<file path="src/rtl/chunked_serial_adder_pkg.sv">
// Shared types and elaboration helpers for the chunked serial adder/subtractor.
// The operation state is exported so checkers and benches can observe it directly.
package chunked_serial_adder_pkg;

  typedef enum logic [1:0] {
    IDLE = 2'd0,
    RUN  = 2'd1,
    DONE = 2'd2
  } state_t;

  // Number of compute cycles needed to cover the full operand width.
  function automatic int nsteps(input int width, input int chunk);
    return width / chunk;
  endfunction

  function automatic bit params_ok(input int width, input int chunk);
    return (chunk >= 1) && (chunk <= width) && ((width % chunk) == 0);
  endfunction

endpackage

</file>
<file path="src/rtl/chunked_serial_adder_if.sv">
// Operand/result bundle for the chunked serial adder.
// Handshake: a bundle transfers on a rising edge where valid and ready are both high;
// the producer holds valid and its payload stable until that edge, and ready may
// depend combinationally on the downstream ready but never on valid.
interface chunked_serial_adder_if #(
  parameter int WIDTH = 32
);

  logic             in_valid;
  logic             in_ready;
  logic [WIDTH-1:0] a;
  logic [WIDTH-1:0] b;
  logic             carryin;
  logic             subtract;

  logic             out_valid;
  logic             out_ready;
  logic [WIDTH-1:0] sum;
  logic             carryout;
  logic             overflow;
  logic             zero;

  modport master (
    output in_valid, a, b, carryin, subtract, out_ready,
    input  in_ready, out_valid, sum, carryout, overflow, zero
  );

  modport slave (
    input  in_valid, a, b, carryin, subtract, out_ready,
    output in_ready, out_valid, sum, carryout, overflow, zero
  );

endinterface

</file>
<file path="src/rtl/chunked_serial_adder_adder_chunk.sv">
// CHUNK-bit ripple-carry slice; also exposes the carry into its MSB so the
// caller can derive two's-complement overflow on the top chunk.
module adder_chunk #(
  parameter int CHUNK = 8
) (
  input  logic [CHUNK-1:0] a,
  input  logic [CHUNK-1:0] b,
  input  logic             cin,
  output logic [CHUNK-1:0] sum,
  output logic             cout,
  output logic             c_msb_in
);

  logic [CHUNK:0] c;

  always_comb begin
    c    = '0;
    sum  = '0;
    c[0] = cin;
    for (int i = 0; i < CHUNK; i++) begin
      sum[i]   = a[i] ^ b[i] ^ c[i];
      c[i+1]   = (a[i] & b[i]) | (c[i] & (a[i] ^ b[i]));
    end
  end

  assign cout     = c[CHUNK];
  assign c_msb_in = c[CHUNK-1];

endmodule

</file>
<file path="src/rtl/chunked_serial_adder.sv">
// WIDTH-bit adder/subtractor that adds CHUNK bits per clock, carrying between
// cycles through a register, behind valid/ready handshakes on both sides.
module chunked_serial_adder
  import chunked_serial_adder_pkg::*;
#(
  parameter int WIDTH = 32,
  parameter int CHUNK = 8
) (
  input  logic                   clk,
  input  logic                   reset,
  chunked_serial_adder_if.slave  bus,
  output state_t                 dbg_state
);

  localparam int NSTEPS = nsteps(WIDTH, CHUNK);
  localparam int CW     = (NSTEPS > 1) ? $clog2(NSTEPS) : 1;
  localparam logic [CW-1:0] LAST = CW'(NSTEPS - 1);

  if (!params_ok(WIDTH, CHUNK)) begin : g_bad_params
    $error("chunked_serial_adder: WIDTH must be a positive multiple of CHUNK");
  end

  state_t           state;
  logic [CW-1:0]    cnt;
  logic [WIDTH-1:0] a_r;
  logic [WIDTH-1:0] b_r;
  logic [WIDTH-1:0] sum_r;
  logic             carry;
  logic             cout_r;
  logic             ovf_r;
  logic             zero_r;

  logic [CHUNK-1:0] ch_a;
  logic [CHUNK-1:0] ch_b;
  logic [CHUNK-1:0] ch_sum;
  logic             ch_cout;
  logic             ch_cmsb;
  logic [WIDTH-1:0] sum_next;
  logic             accept;
  int               off;

  // The slice operates on the chunk selected by the step counter; sum_next is
  // the running sum with this cycle's chunk merged in, used for the zero flag.
  always_comb begin
    off      = int'(cnt) * CHUNK;
    ch_a     = a_r[off +: CHUNK];
    ch_b     = b_r[off +: CHUNK];
    sum_next = sum_r;
    sum_next[off +: CHUNK] = ch_sum;
  end

  adder_chunk #(
    .CHUNK (CHUNK)
  ) u_chunk (
    .a        (ch_a),
    .b        (ch_b),
    .cin      (carry),
    .sum      (ch_sum),
    .cout     (ch_cout),
    .c_msb_in (ch_cmsb)
  );

  // In DONE the consumer's ready passes through so a new operand bundle can be
  // taken on the same edge that the current result leaves.
  assign bus.in_ready  = (state == IDLE) || ((state == DONE) && bus.out_ready);
  assign bus.out_valid = (state == DONE);
  assign bus.sum       = sum_r;
  assign bus.carryout  = cout_r;
  assign bus.overflow  = ovf_r;
  assign bus.zero      = zero_r;
  assign dbg_state     = state;

  assign accept = bus.in_valid && bus.in_ready;

  always_ff @(posedge clk) begin
    if (reset) begin
      state  <= IDLE;
      cnt    <= '0;
      a_r    <= '0;
      b_r    <= '0;
      sum_r  <= '0;
      carry  <= 1'b0;
      cout_r <= 1'b0;
      ovf_r  <= 1'b0;
      zero_r <= 1'b0;
    end else begin
      case (state)
        IDLE, DONE: begin
          if (accept) begin
            // Subtraction is a + ~b + ~borrow, so the datapath only ever adds.
            a_r   <= bus.a;
            b_r   <= bus.subtract ? ~bus.b : bus.b;
            carry <= bus.subtract ? ~bus.carryin : bus.carryin;
            cnt   <= '0;
            state <= RUN;
          end else if ((state == DONE) && bus.out_ready) begin
            state <= IDLE;
          end
        end
        RUN: begin
          sum_r <= sum_next;
          carry <= ch_cout;
          cnt   <= cnt + 1'b1;
          if (cnt == LAST) begin
            cout_r <= ch_cout;
            ovf_r  <= ch_cmsb ^ ch_cout;
            zero_r <= (sum_next == '0);
            cnt    <= '0;
            state  <= DONE;
          end
        end
        default: state <= IDLE;
      endcase
    end
  end

endmodule

</file>
<file path="src/flat_wrapper.sv">
// flat-port wrapper written by rule: the top's interface ports become plain ports
module chunked_serial_adder_flat import chunked_serial_adder_pkg::*;
#(
  parameter int WIDTH = 32,
  parameter int CHUNK = 8
)
  (clk, reset, dbg_state, bus_in_valid, bus_a, bus_b, bus_carryin, bus_subtract, bus_out_ready, bus_in_ready, bus_out_valid, bus_sum, bus_carryout, bus_overflow, bus_zero);
  chunked_serial_adder_if #(.WIDTH(WIDTH)) bus_i ();
  input  logic clk;
  input  logic reset;
  output state_t dbg_state;
  input wire logic [$bits(bus_i.in_valid)-1:0] bus_in_valid;
  input wire logic [$bits(bus_i.a)-1:0] bus_a;
  input wire logic [$bits(bus_i.b)-1:0] bus_b;
  input wire logic [$bits(bus_i.carryin)-1:0] bus_carryin;
  input wire logic [$bits(bus_i.subtract)-1:0] bus_subtract;
  input wire logic [$bits(bus_i.out_ready)-1:0] bus_out_ready;
  output wire logic [$bits(bus_i.in_ready)-1:0] bus_in_ready;
  output wire logic [$bits(bus_i.out_valid)-1:0] bus_out_valid;
  output wire logic [$bits(bus_i.sum)-1:0] bus_sum;
  output wire logic [$bits(bus_i.carryout)-1:0] bus_carryout;
  output wire logic [$bits(bus_i.overflow)-1:0] bus_overflow;
  output wire logic [$bits(bus_i.zero)-1:0] bus_zero;
  assign bus_i.in_valid = bus_in_valid;
  assign bus_i.a = bus_a;
  assign bus_i.b = bus_b;
  assign bus_i.carryin = bus_carryin;
  assign bus_i.subtract = bus_subtract;
  assign bus_i.out_ready = bus_out_ready;
  assign bus_in_ready = bus_i.in_ready;
  assign bus_out_valid = bus_i.out_valid;
  assign bus_sum = bus_i.sum;
  assign bus_carryout = bus_i.carryout;
  assign bus_overflow = bus_i.overflow;
  assign bus_zero = bus_i.zero;
  chunked_serial_adder #(.WIDTH(WIDTH), .CHUNK(CHUNK)) u_core (.clk(clk), .reset(reset), .bus(bus_i), .dbg_state(dbg_state));
endmodule
</file>
<file path="config.mk">
export PLATFORM = sky130hd
export DESIGN_NAME = chunked_serial_adder_flat
export DESIGN_NICKNAME = d
export VERILOG_FILES = /design/src/rtl/chunked_serial_adder_pkg.sv /design/src/rtl/chunked_serial_adder_if.sv /design/src/rtl/chunked_serial_adder_adder_chunk.sv /design/src/rtl/chunked_serial_adder.sv /design/src/flat_wrapper.sv
export SDC_FILE = /design/constraint.sdc
export NUM_CORES = 1
export LEC_CHECK = 0
export CORE_ASPECT_RATIO = 0.9
export CORE_UTILIZATION = 40
export DETAILED_ROUTE_END_ITERATION = 8
export GPL_ROUTABILITY_DRIVEN = 0
export PLACE_DENSITY_LB_ADDON = 0.2
export SETUP_SLACK_MARGIN = 0.4
export SKIP_LAST_GASP = 1
export SLEW_MARGIN = 20
export SYNTH_ARGS = -nofsm -noshare
export SYNTH_HDL_FRONTEND = slang
export SYNTH_SLANG_ARGS = --single-unit
</file>
<file path="constraint.sdc">
create_clock -name clk -period 9 [get_ports clk]
set_clock_uncertainty 0.05 [all_clocks]
set_input_delay 1.8 -clock clk [delete_from_list [all_inputs] [get_ports clk]]
set_output_delay 1.8 -clock clk [all_outputs]
set_load 0.01 [all_outputs]
</file>
======== Word level (Yosys, flattened, before mapping) ========
Index checks and enable logic that the tools add are counted.
storage, ports and cells
  register bits ........................... 104
  bits of input ports ..................... 70
  output and inout bits ................... 39
operators by class
  $add $sub $neg .......................... 2
  equality and inequality tests ........... 6
  shifts and indexed selects .............. 4
  multiplexer cells ....................... 12
  bitwise gates (word level) .............. 43
  reductions and logical operators ........ 11
operators with widths
  cell                                                                     count
  32-bit by 6-bit indexed part select with 8-bit output                    2
  5-bit negation with 33-bit output                                        1
  8-bit by 33-bit variable shift with 32-bit output, first input constant  1
  8-bit by 33-bit indexed part select with 32-bit output                   1
  32-bit bitwise mux                                                       1
  32-bit zero test                                                         1
  32-bit two-way mux                                                       1
  32-bit NOT                                                               1
  1-bit XOR                                                                17
  1-bit AND                                                                16
  2-bit two-way mux                                                        5
  1-bit OR                                                                 8
  2-bit one-hot mux with 2 select lines                                    2
  2-bit AND reduction                                                      4
  2-bit == test, second input constant                                     2
  2-bit by 1-bit != test with 1-bit output, second input constant          2
  3-bit by 1-bit != test with 1-bit output, second input constant          1
  2-bit by 1-bit adder with 2-bit output, second input constant            1
  2-bit by 1-bit == test with 1-bit output, second input constant          1
  1-bit logical AND                                                        2
  2-bit zero test                                                          1
  1-bit two-way mux                                                        2
  1-bit one-hot mux with 2 select lines                                    1
  2-bit nonzero test                                                       1
  3 further kinds                                                          3

======== Logic depth before layout (Yosys ltp) ========
Gate-level depths: netlist of run 1.
  word-level depth ........................ 20
  depth in mapped cells ................... 19
  depth with buffers taken out ............ 17

======== Cells and area by module ========
A second synthesis of run 1 with hierarchy kept.
unflattened totals
  cell total of the unflattened synthesis .. 532
  area total of the unflattened synthesis .. 4,773.3 µm²
modules (own cells, without submodules)
  module                times used  cells each  area an instance (µm²)
  chunked_serial_adder  1           514         4,575.6
  adder_chunk           1           18          197.7

======== Worst setup path before layout of run 1 ========
No wires, ideal clock.
  path type ............................... register to register
  start point ............................. register u_core.cnt[1]
  end point ............................... register u_core.zero_r (netlist: u_core.bus.zero)
  arrival time ............................ 5.035 ns
  setup slack ............................. 3.828 ns
  stages on the path, launching flop included .. 20
  cells stage by stage .................... dfxtp_1 > buf_2 > buf_1 > mux4_2 > inv_1 > fa_1 > fa_1 > fa_1 > fa_1 > fa_1 > inv_1 > fa_1 > inv_1 > fa_1 > fa_1 > nand2_1 > o21ai_0 > nor4bb_1 > nand4_1 > o31ai_1
between the ends
  longest elaborated chain between the ends .. 20
  elaborated cells on any way between the ends .. 46
  classes of those cells .................. add/sub (1); eq/ne (1); shift (4); mux (1); bitwise (37); reduce/logical (2)
RTL lines
  item                                                                      RTL line                                                                        text
  start, declared                                                           chunked_serial_adder.sv:24                                                      logic [CW-1:0] cnt;
  start signal, assigned                                                    chunked_serial_adder.sv:103                                                     cnt <= cnt + 1'b1;
  32-bit by 6-bit indexed part select with 8-bit output (on tied branches)  chunked_serial_adder.sv:46, chunked_serial_adder.sv:47
  1-bit XOR                                                                 chunked_serial_adder_adder_chunk.sv:21, chunked_serial_adder_adder_chunk.sv:22
  1-bit AND                                                                 chunked_serial_adder_adder_chunk.sv:22                                          c[i+1] = (a[i] & b[i]) | (c[i] & (a[i] ^ b[i]));
  1-bit OR                                                                  chunked_serial_adder_adder_chunk.sv:22
  1-bit AND                                                                 chunked_serial_adder_adder_chunk.sv:22
  1-bit OR                                                                  chunked_serial_adder_adder_chunk.sv:22
  1-bit AND                                                                 chunked_serial_adder_adder_chunk.sv:22
  1-bit OR                                                                  chunked_serial_adder_adder_chunk.sv:22
  [... 4 more ...]                                                          --
  1-bit AND                                                                 chunked_serial_adder_adder_chunk.sv:22
  1-bit OR                                                                  chunked_serial_adder_adder_chunk.sv:22
  1-bit AND                                                                 chunked_serial_adder_adder_chunk.sv:22
  1-bit OR                                                                  chunked_serial_adder_adder_chunk.sv:22
  1-bit XOR                                                                 chunked_serial_adder_adder_chunk.sv:21                                          sum[i] = a[i] ^ b[i] ^ c[i];
  8-bit by 33-bit indexed part select with 32-bit output                    chunked_serial_adder.sv:49                                                      sum_next[off +: CHUNK] = ch_sum;
  32-bit bitwise mux                                                        chunked_serial_adder.sv:49
  32-bit zero test                                                          chunked_serial_adder.sv:107                                                     zero_r <= (sum_next == '0);
  end signal, assigned                                                      chunked_serial_adder.sv:107
  end, declared                                                             chunked_serial_adder.sv:31                                                      logic zero_r;
Several ways; a longest one is shown, not always the timed one.
A chain may end at the register's enable or synchronous reset.

======== Final worst setup path of run 1 ========
  start point ............................. register u_core.cnt[0]
  end point ............................... register u_core.zero_r (netlist: u_core.bus.zero)
The elaborated chain is that of the path after synthesis.

==> results of run 1 <==
area by class of cell:
type / instances / area (µm²)
Clock inverter: 6 / 97.59
Fill cell: 1095 / 5306
Inverter: 21 / 78.83
Clock buffer: 10 / 239.0
Multi-Input combinational cell: 389 / 2564
Tap cell: 156 / 195.2
Sequential cell: 104 / 2082
Timing Repair Buffer: 112 / 1104
cells by family (layout without fill, tap and decap cells):
group	count (synthesis)	count (layout)	synth area share, %
simple gates	205	205	18.26
compound gates	119	119	15.47
flops	104	104	42.55
buf+inv	62	149	5.267
xor+xnor	34	34	6.085
mux	17	17	7.568
fa+ha+maj	14	14	4.807
report_power, final:
part | internal, W | switching, W
logic | 0.000103 | 0.000109
registers | 0.000486 | 0.0000177
clock network | 0.000256 | 0.000177
cells in the mapped netlist, types with 2 or more instances:
master     instances
a2bb2oi_1         12
buf_2             14
mux4_2            16
inv_1             21
ha_1               6
nand2_1           80
nand2b_1           4
nand3_1            6
or4b_1             2
nor3_1             5
fa_1               8
nor4bb_1           3
o211ai_1           2
nor3b_1            2
o21ai_0            3
clkbuf_1          24
a211oi_1          33
nor2b_1            5
dfxtp_1          104
nor4_1             8
nor2_1            82
buf_4              2
a31oi_1            2
a21oi_1           60
xnor2_1           33
nand4_1            3
state kept, by name (all words and copies together) (netlist names):
register / count
u_core.a_r: 32
u_core.b_r: 32
u_core.bus.sum: 32
u_core.cnt: 2
u_core.dbg_state: 2
u_core.bus.carryout: 1
u_core.bus.overflow: 1
u_core.bus.zero: 1
u_core.carry: 1
stage by stage:
step	util, %	setup slack [ns]	cells
after floorplan	-	3.828	555
after global placement	51.61	3.536	782
after detailed placement	51.61	3.397	782
after CTS	54.49	3.370	798
after global routing	54.52	3.097	798
final	54.52	3.307	798
final timing paths:
| path | from | end | slack, ns | cells past startpoint |
|---|---|---|---|---|
| max | u_core.cnt[0]$_SDFFE_PP0P_ | u_core.bus.zero$_SDFFE_PP0P_ | 3.31 | 18 |
| min reg2reg | u_core.a_r[10]$_SDFFE_PP0P_ | u_core.a_r[10]$_SDFFE_PP0P_ | 0.41 | 2 |
| max reg2reg | u_core.cnt[0]$_SDFFE_PP0P_ | u_core.bus.zero$_SDFFE_PP0P_ | 3.31 | 18 |
| min | u_core.a_r[10]$_SDFFE_PP0P_ | u_core.a_r[10]$_SDFFE_PP0P_ | 0.41 | 2 |
per-layer routing:
metal | routed length [µm] | GRT usage (%) | share of wire (%)
met1 | 5920 | 26.99 | 49
met2 | 5515 | 31.62 | 45
met3 | 585 | 3.723 | 4.8
met4 | 113 | 6.510 | 0.93
met5 | 0 | 0 | 0
worst register-to-register path: cells and delay by family (launching register included):
family | cells | cell delay, ns
fa+ha+maj | 8 | 3.26
simple gates | 3 | 0.53
mux | 1 | 0.27
buf+inv | 4 | 0.57
flops | 1 | 0.55
compound gates | 2 | 0.37
==> reports/metrics.csv, run 1 <==
stage,metric,value,unit
timing,slew_viol_final,0,
drt,via_per_inst,5.192,
synth,yosys_warnings,0,
drt,vias,4143,
drt,detail-route-antenna-nets,0,
cells_and_area,layout_commonest_cell,clkdlybuf4s50_1,
run,cap_violations,0,
critical_path,crit_chain,buf_4 > mux4_2 > inv_1 > fa_1 > fa_1 > fa_1 > fa_1 > fa_1 > inv_1 > fa_1 > inv_1 > fa_1 > fa_1 > nand2_1 > o21ai_0 > nor4bb_1 > nand4_1 > o31ai_1,
placement,dpl-instance-area,6021,µm²
critical_path,max_stage_delay,0.70,ns
drt,drtIter0Drc,336,
clock_network,ctsResizeCount,0,
grt,grt_overflow_total,0,
synth,synth_top_area_share,42.55,%
die,die_h,106.9,µm
placement,portBuffers,108,
cells_and_area,area_growth_syn_to_layout,29.97,%
timing,finalSetupTns,0,ns
grt,grt.total_usage,19.79,%
grt,grt_max_degree,106,
timing,fmax,175.6,MHz
critical_path,setup.worst_path.start_class,flop,
grt,grt_pass1_vias,4000,
critical_path,path_delay_family,adder cells,
die,pin_count,109,
critical_path,crit_fanout,18,
die,rows,37,
die,dieArea,12680,µm²
clock_network,cts_tree,built,
timing,timing.hold.ws,0.4056,ns
synth,synth_cells,555,
critical_path,required,9.21,ns
clock_network,cts_buffers,9,
critical_path,path_class,reg -> reg,
critical_path,cp.arrival,5.90,ns
clock_network,post_cts_buffers,0,
synth,synth_flop_cell,dfxtp_1,
timing,slew_headroom,25.89,%
cells_and_area,nets,721,
die,initial_core_util,41.95,%
placement,hpwl,8669,µm
clock_network,clk_pin_slew_worst_paths,0.07,ns
cells_and_area,antenna_cells,0,
drt,post_drt_wl_per_cell,15.21,µm
synth,synth-seq-cells,104,
synth,async_flop_share,0,%
grt,grt_first_pass_wirelength,19900,µm
power_and_ir_drop,power_leakage,2.224,nW
cells_and_area,finalInstanceArea,6360,µm²
timing,rsz0062_at_grt,false,
die,die_w,118.6,µm
synth,synth_area_leaders,"dfxtp_1, mux4_2, nor2_1",
power_and_ir_drop,p_per_area,180.5,nW/µm²
clock_network,h-tree-depth,3,
drt,wirelength,12130,µm
critical_path,cp_slowest_cell,fa_1,
power_and_ir_drop,power,0.001148,W
timing,hold_violations,0,
synth,synthDistinctLibCells,41,
timing,min_period,5.693,ns
die,core_area,11670,µm²
power_and_ir_drop,ir_drop,0.0001202,V
synth,synth-seq-area-share,42.55,%
run_status,status,"finished, final reports clean",
critical_path,crit_top_cell,fa_1,
clock_network,hold_buffers,0,
timing,setup_violations,0,
critical_path,critPathBufInv,4,
synth,syn_area,4893,µm²
clock_network,cts-root-buf,clkbuf_16,
synth,postSynthAreaPerCell,8.817,µm²
grt,antenna_found_initial,0,
timing,tightest_slew,1.112,ns
drt,drc,0,
cells_and_area,drive_gt1_share,6.542,%
synth,synth_edf_count,0,
critical_path,end_kind,flop,
drt,first_pass_iters,4,
cells_and_area,layout_common_cells,"clkdlybuf4s50_1, dfxtp_1, nor2_1",
synth,yosys.area.top_type,dfxtp_1,
timing,timing.final.crit_share,63.26,%
clock_network,clock_sinks,104,
synth,syn-num-nets,639,
clock_network,clock_latency,0.35,ns
worst_hold_path,hold_class,reg -> reg,
clock_network,clockBufferDepth,2,
Power figures use the tool's default switching activity.
==> run 2, diff against run 1 <==
==> constraint.sdc (replaced) <==
create_clock -name clk -period 4.8 [get_ports clk]
set_clock_uncertainty 0.05 [all_clocks]
set_input_delay 0.96 -clock clk [delete_from_list [all_inputs] [get_ports clk]]
set_output_delay 0.96 -clock clk [all_outputs]
set_load 0.01 [all_outputs]
==> reports/metrics.csv, run 2 (synthesis results as in run 1) <==
stage,metric,value,unit
run_status,status,"finished, final reports clean",
die,initial_core_util,41.95,%
placement,dp_slack,0.01766,ns
timing,slew_headroom,29.42,%
cells_and_area,seq_area,2085,µm²
timing,timing.final.crit_share,95.04,%
die,dieArea,12680,µm²
grt,grt.total_usage,20.16,%
clock_network,hold_buffers,0,
critical_path,path_delay_family,adder cells,
drt,drc,0,
clock_network,clk_pin_slew_worst_paths,0.07,ns
placement,hpwl,9129,µm
critical_path,max_stage_delay,0.55,ns
grt,grt_overflow_total,0,
clock_network,cts_tree,built,
cells_and_area,area_growth_syn_to_layout,30.61,%
critical_path,reg2reg_to,u_core.bus.zero$_SDFFE_PP0P_,
run,cap_violations,0,
drt,drtIter0Drc,305,
cells_and_area,fillers,1090,
power_and_ir_drop,p_int,0.001491,W
power_and_ir_drop,switchingPower,0.0005723,W
worst_hold_path,hold_class,reg -> reg,
cells_and_area,drive_gt1_share,9.245,%
timing,hold_violations,0,
critical_path,crit_top_cell,fa_2,
timing,min_period,4.562,ns
timing,finalSetupTns,0,ns
clock_network,clock_latency,0.34,ns
drt,first_pass_iters,5,
clock_network,clockBufferDepth,2,
critical_path,required,5.01,ns
cells_and_area,finalInstanceArea,6391,µm²
power_and_ir_drop,power_leakage,2.237,nW
critical_path,setup.worst_path.start_class,flop,
cells_and_area,fin_util,54.78,%
clock_network,clock_sinks,104,
timing,tightest_slew,1.059,ns
cells_and_area,multi_input_comb_area,2587,µm²
clock_network,cts_buffers,9,
power_and_ir_drop,p_clk_share,34.2,%
die,pin_count,109,
placement,dpl-instance-area,6066,µm²
grt,grt_max_degree,106,
drt,post_drt_wl_per_cell,15.31,µm
critical_path,end_kind,flop,
cells_and_area,nets,728,
cells_and_area,fin_cells,805,
timing,slew_viol_final,0,
critical_path,crit_cells,17,
die,die_w,118.6,µm
worst_hold_path,hp-start,u_core.a_r[12]$_SDFFE_PP0P_,
cells_and_area,antenna_cells,0,
clock_network,cts-root-buf,clkbuf_16,
placement,portBuffers,108,
power_and_ir_drop,p_sw_share,27.74,%
timing,setup_violations,0,
critical_path,crit_fanout,4,
critical_path,rrSetupSlack,0.24,ns
timing,fin_ws,0.2383,ns
cells_and_area,layout_common_cells,"clkdlybuf4s50_1, dfxtp_1, nor2_1",
timing,rsz0062_at_grt,true,
drt,detail-route-antenna-nets,0,
power_and_ir_drop,comb_power_share,20.0,%
grt,grt_pass1_vias,3958,
power_and_ir_drop,pwr-share-seq,45.7,%
power_and_ir_drop,ir_drop,0.0002070,V
critical_path,critPathBufInv,3,
critical_path,cp.arrival,4.77,ns
placement,dp_cells,786,
worst_hold_path,hold_path_end,u_core.a_r[12]$_SDFFE_PP0P_,
critical_path,crit_chain,mux4_2 > inv_1 > fa_2 > fa_2 > fa_2 > fa_2 > fa_2 > inv_2 > fa_1 > inv_1 > fa_2 > fa_2 > nand2_1 > o21ai_0 > nor4bb_2 > nand4_1 > o31ai_1,
drt,via_per_inst,5.283,
die,rows,37,
cells_and_area,layout_commonest_cell,clkdlybuf4s50_1,
grt,antenna_found_initial,0,
die,die_h,106.9,µm
clock_network,h-tree-depth,3,
critical_path,cp_slowest_cell,fa_2,
die,core_area,11670,µm²
power_and_ir_drop,p_per_area,322.8,nW/µm²
critical_path,path_class,reg -> reg,
grt,grt_first_pass_wirelength,20040,µm
drt,vias,4253,
drt,wirelength,12330,µm
worst_hold_path,hold_depth,2,
critical_path,r2r-start,u_core.cnt[1]$_SDFFE_PP0P_,
timing,fmax,219.2,MHz
critical_path,rr_worst_depth,17,
[run 2: worst max-delay path by stage]
stage                                    start                            to  slack (ns)
finish              u_core.cnt[1]$_SDFFE_PP0P_  u_core.bus.zero$_SDFFE_PP0P_        0.24
global route        u_core.cnt[1]$_SDFFE_PP0P_  u_core.bus.zero$_SDFFE_PP0P_        0.07
CTS                 u_core.cnt[1]$_SDFFE_PP0P_  u_core.bus.zero$_SDFFE_PP0P_        0.25
detailed placement  u_core.cnt[1]$_SDFFE_PP0P_  u_core.bus.zero$_SDFFE_PP0P_        0.02
global placement    u_core.cnt[1]$_SDFFE_PP0P_  u_core.bus.zero$_SDFFE_PP0P_        0.15
floorplan           u_core.cnt[0]$_SDFFE_PP0P_  u_core.bus.zero$_SDFFE_PP0P_        0.09
[run 2: power by group through the flow]
stage	Combinational (W)	Clock [W]	Sequential, W
4_1_cts	0.000413	0.000717	0.000943
3_3_place_gp	0.000399	0	0.000961
2_1_floorplan	0.000266	0	0.000952
5_1_grt	0.000452	0.000762	0.000949
6_report	0.000414	0.000706	0.000943
3_5_place_dp	0.000406	0	0.000962
[run 2: worst register-to-register path, delay by kind of cell (launching register included)]
| family | cells | cell delay (ns) |
|---|---|---|
| compound gates | 2 | 0.34 |
| fa+ha+maj | 8 | 2.84 |
| simple gates | 3 | 0.44 |
| mux | 1 | 0.32 |
| buf+inv | 3 | 0.16 |
| flops | 1 | 0.34 |
[run 2: area by class of cell]
cell class                      count  share of cell area, %
Timing Repair Buffer              119                  18.09
Multi-Input combinational cell    389                  40.49
Clock inverter                      6                 0.7831
Inverter                           21                  1.233
Tap cell                          156                  3.054
Sequential cell                   104                  32.62
Clock buffer                       10                  3.739
[run 2: metal layers]
layer	vias up	routed length [µm]	GRT usage (%)
li1	2085	-	-
met1	2043	5838	27.31
met2	114	5834	32.50
met3	11	542	4.043
met4	0	110	6.058
met5	-	0	0
[run 2: timing repair]
action,in CTS,in global routing
resized for setup,3,3
pin swaps,3,0
endpoints found under the setup margin,1,5
setup buffers,3,0
[run 2: metrics by stage]
| stage | power (W) | hold WS, ns |
|---|---|---|
| final | 0.002063 | 0.4053 |
| after global routing | 0.002162 | 0.4226 |
| after CTS | 0.002073 | 0.4075 |
| after detailed placement | 0.001368 | 0.3972 |
| after global placement | 0.001360 | 0.3919 |
| after floorplan | 0.001219 | 0.3831 |
